## src/rtl/bcd_pkg.sv

```systemverilog
// Shared constants, FSM state type and width helper for the reverse double-dabble BCD-to-binary converter.
package bcd_pkg;

  localparam int DIGIT_W    = 4;
  localparam int MAX_DIGIT  = 9;
  localparam int ADJ_THRESH = 8;
  localparam int ADJ_SUB    = 3;

  typedef enum logic [1:0] {
    IDLE  = 2'd0,
    SHIFT = 2'd1,
    DONE  = 2'd2
  } state_t;

  // Smallest width that holds 10**digits - 1; this is also the shift count.
  function automatic int bin_width(input int digits);
    case (digits)
      1:       return 4;
      2:       return 7;
      3:       return 10;
      default: return 14;
    endcase
  endfunction

endpackage

```

## src/rtl/bcd2binary_reverse_dabble_if.sv

```systemverilog
// Converter bus: packed BCD word in with valid/ready, binary result out with valid/ready, plus status.
interface bcd2binary_reverse_dabble_if
  import bcd_pkg::*;
#(
  parameter int DIGITS = 3,
  parameter int BIN_W  = bin_width(DIGITS)
);

  logic                       in_valid;
  logic                       in_ready;
  logic [DIGIT_W*DIGITS-1:0]  bcd_in;
  logic                       out_valid;
  logic                       out_ready;
  logic [BIN_W-1:0]           binary_out;
  logic                       bcd_err;
  logic                       busy;

  modport master (
    output in_valid, bcd_in, out_ready,
    input  in_ready, out_valid, binary_out, bcd_err, busy
  );

  modport slave (
    input  in_valid, bcd_in, out_ready,
    output in_ready, out_valid, binary_out, bcd_err, busy
  );

endinterface

```

## src/rtl/bcd_digit_adjust.sv

```systemverilog
// Per-nibble reverse-dabble correction: nibble-3 when nibble>=8, else pass-through; purely combinational.
module bcd_digit_adjust
  import bcd_pkg::*;
(
  input  logic [DIGIT_W-1:0] nibble,
  output logic [DIGIT_W-1:0] adjusted
);

  always_comb begin
    if (nibble >= DIGIT_W'(ADJ_THRESH)) begin
      adjusted = nibble - DIGIT_W'(ADJ_SUB);
    end else begin
      adjusted = nibble;
    end
  end

endmodule

```

## src/rtl/bcd2binary_reverse_dabble.sv

```systemverilog
// Packed BCD to binary by reverse double dabble: result BIN_W edges after acceptance (error: on acceptance edge).
// One word in flight; in_ready only in IDLE, result held in DONE until out_ready.
module bcd2binary_reverse_dabble
  import bcd_pkg::*;
#(
  parameter int DIGITS = 3
) (
  input  logic                         clk,
  input  logic                         rst,
  bcd2binary_reverse_dabble_if.slave   bus
);

  localparam int BIN_W = bin_width(DIGITS);
  localparam int BCD_W = DIGIT_W * DIGITS;
  localparam int SCR_W = BCD_W + BIN_W;
  localparam int CNT_W = $clog2(BIN_W + 1);

  state_t             state;
  state_t             state_nxt;
  logic [SCR_W-1:0]   scratch;
  logic [SCR_W-1:0]   shifted;
  logic [SCR_W-1:0]   stepped;
  logic [CNT_W-1:0]   count;
  logic               err_q;
  logic               in_ready_int;
  logic               out_valid_int;
  logic               accept;
  logic               has_bad;
  logic               last_iter;

  assign accept    = bus.in_valid && in_ready_int;
  assign last_iter = (count == CNT_W'(BIN_W - 1));
  assign shifted   = scratch >> 1;

  always_comb begin
    has_bad = 1'b0;
    for (int k = 0; k < DIGITS; k++) begin
      if (bus.bcd_in[k*DIGIT_W +: DIGIT_W] > DIGIT_W'(MAX_DIGIT)) begin
        has_bad = 1'b1;
      end
    end
  end

  // Binary bits below the BCD field only shift; every BCD nibble gets its own corrector.
  assign stepped[BIN_W-1:0] = shifted[BIN_W-1:0];

  for (genvar k = 0; k < DIGITS; k++) begin : gen_adj
    bcd_digit_adjust u_adj (
      .nibble   (shifted[BIN_W + k*DIGIT_W +: DIGIT_W]),
      .adjusted (stepped[BIN_W + k*DIGIT_W +: DIGIT_W])
    );
  end

  always_ff @(posedge clk) begin
    if (rst) begin
      state <= IDLE;
    end else begin
      state <= state_nxt;
    end
  end

  always_comb begin
    state_nxt = state;
    case (state)
      IDLE: begin
        if (accept) begin
          state_nxt = has_bad ? DONE : SHIFT;
        end
      end
      SHIFT: begin
        if (last_iter) begin
          state_nxt = DONE;
        end
      end
      DONE: begin
        if (bus.out_ready) begin
          state_nxt = IDLE;
        end
      end
      default: state_nxt = IDLE;
    endcase
  end

  always_comb begin
    in_ready_int  = (state == IDLE);
    out_valid_int = (state == DONE);
    bus.in_ready  = in_ready_int;
    bus.out_valid = out_valid_int;
    bus.busy      = (state != IDLE);
  end

  // On the error path the low field stays cleared, so the reported result is zero.
  always_ff @(posedge clk) begin
    if (rst) begin
      scratch <= '0;
      count   <= '0;
      err_q   <= 1'b0;
    end else begin
      case (state)
        IDLE: begin
          if (accept) begin
            scratch <= {bus.bcd_in, BIN_W'(0)};
            count   <= '0;
            err_q   <= has_bad;
          end
        end
        SHIFT: begin
          scratch <= stepped;
          count   <= count + CNT_W'(1);
        end
        default: begin
          scratch <= scratch;
        end
      endcase
    end
  end

  assign bus.binary_out = scratch[BIN_W-1:0];
  assign bus.bcd_err    = err_q;

endmodule
```

## src/flat_wrapper.sv

```systemverilog
// flat-port wrapper written by rule: the top's interface ports become plain ports
module bcd2binary_reverse_dabble_flat import bcd_pkg::*;
#(
  parameter int DIGITS = 3
)
  (clk, rst, bus_in_valid, bus_bcd_in, bus_out_ready, bus_in_ready, bus_out_valid, bus_binary_out, bus_bcd_err, bus_busy);
  bcd2binary_reverse_dabble_if #(.DIGITS(DIGITS)) bus_i ();
  input  logic clk;
  input  logic rst;
  input wire logic [$bits(bus_i.in_valid)-1:0] bus_in_valid;
  input wire logic [$bits(bus_i.bcd_in)-1:0] bus_bcd_in;
  input wire logic [$bits(bus_i.out_ready)-1:0] bus_out_ready;
  output wire logic [$bits(bus_i.in_ready)-1:0] bus_in_ready;
  output wire logic [$bits(bus_i.out_valid)-1:0] bus_out_valid;
  output wire logic [$bits(bus_i.binary_out)-1:0] bus_binary_out;
  output wire logic [$bits(bus_i.bcd_err)-1:0] bus_bcd_err;
  output wire logic [$bits(bus_i.busy)-1:0] bus_busy;
  assign bus_i.in_valid = bus_in_valid;
  assign bus_i.bcd_in = bus_bcd_in;
  assign bus_i.out_ready = bus_out_ready;
  assign bus_in_ready = bus_i.in_ready;
  assign bus_out_valid = bus_i.out_valid;
  assign bus_binary_out = bus_i.binary_out;
  assign bus_bcd_err = bus_i.bcd_err;
  assign bus_busy = bus_i.busy;
  bcd2binary_reverse_dabble #(.DIGITS(DIGITS)) u_core (.clk(clk), .rst(rst), .bus(bus_i));
endmodule
```

## config.mk

```make
export PLATFORM = sky130hd
export DESIGN_NAME = bcd2binary_reverse_dabble_flat
export DESIGN_NICKNAME = d
export VERILOG_FILES = /design/src/rtl/bcd_pkg.sv /design/src/rtl/bcd2binary_reverse_dabble_if.sv /design/src/rtl/bcd_digit_adjust.sv /design/src/rtl/bcd2binary_reverse_dabble.sv /design/src/flat_wrapper.sv
export SDC_FILE = /design/constraint.sdc
export NUM_CORES = 1
export LEC_CHECK = 0
export BUFFER_PORTS_ARGS = -buffer_cell sky130_fd_sc_hd__buf_2
export CELL_PAD_IN_SITES_DETAIL_PLACEMENT = 0
export CELL_PAD_IN_SITES_GLOBAL_PLACEMENT = 1
export CORE_MARGIN = 1.5
export CORE_UTILIZATION = 44
export DETAILED_ROUTE_END_ITERATION = 8
export PLACE_DENSITY_LB_ADDON = 0.08
export SYNTH_ARGS = -nofsm -noshare
export SYNTH_HDL_FRONTEND = slang
export SYNTH_SLANG_ARGS = --single-unit
```

## constraint.sdc

```tcl
create_clock -name clk -period 3.8 [get_ports clk]
set_input_delay 0.57 -clock clk [delete_from_list [all_inputs] [get_ports clk]]
set_output_delay 0.57 -clock clk [all_outputs]
set_load 0.01 [all_outputs]
```

==> flow_summary.ini <==
[floorplanning]
die_h_um = 61.90
fp.dieW_um = 61.90
core_um2 = 3337
dieArea_um2 = 3832
rows = 21
initial_utilization_pct = 45.74
io-pin-count = 30

[sta]
clock_skew_ns = 0.001314
report.final.slew_viol_count = 0
worstMarginPinSlew_ns = 0.6306
setup_viol = 0
max_freq_mhz = 518.9
whs_ns = 0.4810
slew_headroom_pct = 57.90
grt_setup_unrepaired = false
hold_viol = 0
period_share_pct = 50.71
period_needed_ns = 1.927
setup_ws_ns = 1.873
setup_tns_ns = 0

[worst_setup_path]
reg2regPathDepth = 3
critPathKind = register to output pin
cp.depth = 3
crit_start = u_core.state[1]
cpLargestDelayFamily = flip-flops
worstPathMaxFanout = 13
end_kind = output pin
startpoint_type = register
cp.arrival_ns = 1.36
r2r-start = u_core.state[0]
critPathMaxStageDelay_ns = 0.59
required_ns = 3.23
crit_buf_inv = 2
r2r_slack_ns = 2.10
crit_chain = inv_1, nor2_1, buf_2
crit_path_top_delay_cell = dfxtp_1

[hold_path]
hold_class = register to register
hold_path_depth = 2
min-delay-start = u_core.scratch[19]

[cts]
post_cts_resized = 0
ctsHoldBuffers = 0
cts_tree = built
clk_latency_ns = 0.32
post_cts_buffers = 0
cts_buffers = 5
clock_path_buffers = 2
cts.sinks = 29
ctsRootBufferMaster = clkbuf_4
ctsHtreeMaxLevel = 2
clk_pin_slew_worst_paths_ns = 0.09

[global_routing]
gr-max-usage-layer = met2
grt_use_met1_pct = 23.77
gr-usage-all-layers_pct = 18.69
grt_pass1_vias = 1110
gr-total-overflow = 0
antenna_found_initial = 0
grt_pass1_wl_mm = 5.161
met2_usage_pct = 29.77
use_met3_pct = 5.590
grt_max_degree = 24

[routing]
drtPass1Iterations = 4
wirelength_mm = 3.226
antenna_left = 0
drtIter0Drc = 101
drt-wirelength-per-cell_um = 13.91
routed_via_density = 5.306
num_vias = 1231
drc = 0

[logic_synthesis]
synth_cells = 170
synthTopCellsByArea = dfxtp_1 (38%), buf_4 (5.9%), a22oi_1 (4.9%)
syn_area_um2 = 1526
synth.largest_area_cell = dfxtp_1
ys_async_sr_fraction_pct = 0
yosysTopAreaCellShare_pct = 38.03
synth_edf_count = 0
yosysWarningCount = 0
synthesis.nets = 192
syn_avg_cell_area_um2 = 8.979
synth_seq_cells = 29
ys_seq_area_share_pct = 38.03
synth_ff_type = dfxtp_1
ys_types = 41

[flow_run]
max_cap_viol_count = 0

[cells_and_area]
area_growth_pct = 7.295
n_antenna_cell = 0
fillers = 345
fin_nets = 208
drive_gt1_share_pct = 23.66
fin_util_pct = 49.08

[placement]
hpwl_mm = 2.214
post-place-ws_ns = 2.116
place.port_buffers = 29
place_congestion = 0.7893

[power]
p_leak_nw = 0.6838
power_density_nw_per_um2 = 395.6
vdd_drop_max_uv = 214.0

[run_status]
outcome = finished clean
==> layer usage <==
metal  wire (um)  vias to the layer above
li1            -                      626
met1        1506                      573
met2        1509                       26
met3         162                        6
met4          48                        0
met5           0                        -
==> path summary, 6_finish.rpt <==
| check | endpoint |
|---|---|
| worst max-delay path | bus_out_valid |
| worst min-delay path | u_core.scratch[18] |
| worst max register to register | u_core.count[3] |
| worst min register to register | u_core.scratch[18] |
==> sequential cells by signal, summed over array words and instances, names as in the netlist <==
name and flops:
u_core.count 4, u_core.scratch 22, u_core.bus.bcd_err 1, u_core.state 2
==> cells in the mapped netlist, types with 4 or more instances <==
| master | number |
|---|---|
| a21oi_1 | 9 |
| a311oi_1 | 4 |
| o21ai_0 | 8 |
| nor2_1 | 19 |
| ha_1 | 6 |
| dfxtp_1 | 29 |
| nand2_1 | 11 |
| a22oi_1 | 10 |
| inv_1 | 10 |
| xnor2_1 | 4 |
| buf_4 | 12 |
==> final cells by class <==
type | instances | area (um^2) | area share, %
clock buffers | 7 | 55.05 | 3.361
inverters | 10 | 37.54 | 2.292
multi-input cells | 111 | 762.0 | 46.52
flip-flops and latches | 29 | 580.6 | 35.45
well taps | 46 | 57.56 | 3.514
repair buffers | 29 | 145.1 | 8.862
==> cell families after synthesis <==
group | Yosys count | share of synthesized area (%)
compound gates | 52 | 25.49
flops | 29 | 38.03
simple gates | 46 | 15.08
fa+ha+maj | 6 | 4.918
buf+inv | 30 | 12.05
mux | 3 | 2.131
xor+xnor | 4 | 2.295
==> cell usage in the layout, fill, tap and decap left out, types with 2 or more instances in the layout <==
master	count
nand3b_1	2
o21ai_0	8
a2bb2oi_1	2
clkbuf_4	5
a22o_1	3
o221ai_1	2
a221oi_1	3
nand2b_1	3
dfxtp_1	29
nand2_1	11
buf_2	29
nor2_1	19
inv_1	10
mux2_2	2
nor2b_1	3
a22oi_1	10
a311oi_1	4
a211oi_1	2
xnor2_1	4
ha_1	6
a21oi_1	9
==> through the flow <==
stage | cells | power, mW | area [um^2]
after floorplan | 170 | 0.4355 | 1526
after global placement | 225 | 0.4615 | 1583
after detailed placement | 225 | 0.4646 | 1583
after CTS | 232 | 0.6541 | 1638
after global routing | 232 | 0.6823 | 1638
final | 232 | 0.6480 | 1638
==> worst reg2reg max path, stage by stage, from the launching register on <==
cell and delay [ns]:
dfxtp_1 0.73, and2b_4 0.45, a41oi_1 0.16, a311oi_1 0.27
==> power by group <==
part           total, mW  internal (mW)  switching (mW)
registers          0.343          0.321          0.0220
clock network      0.191         0.0872           0.103
logic              0.114         0.0533          0.0612
(Power assumes the default switching activity.)
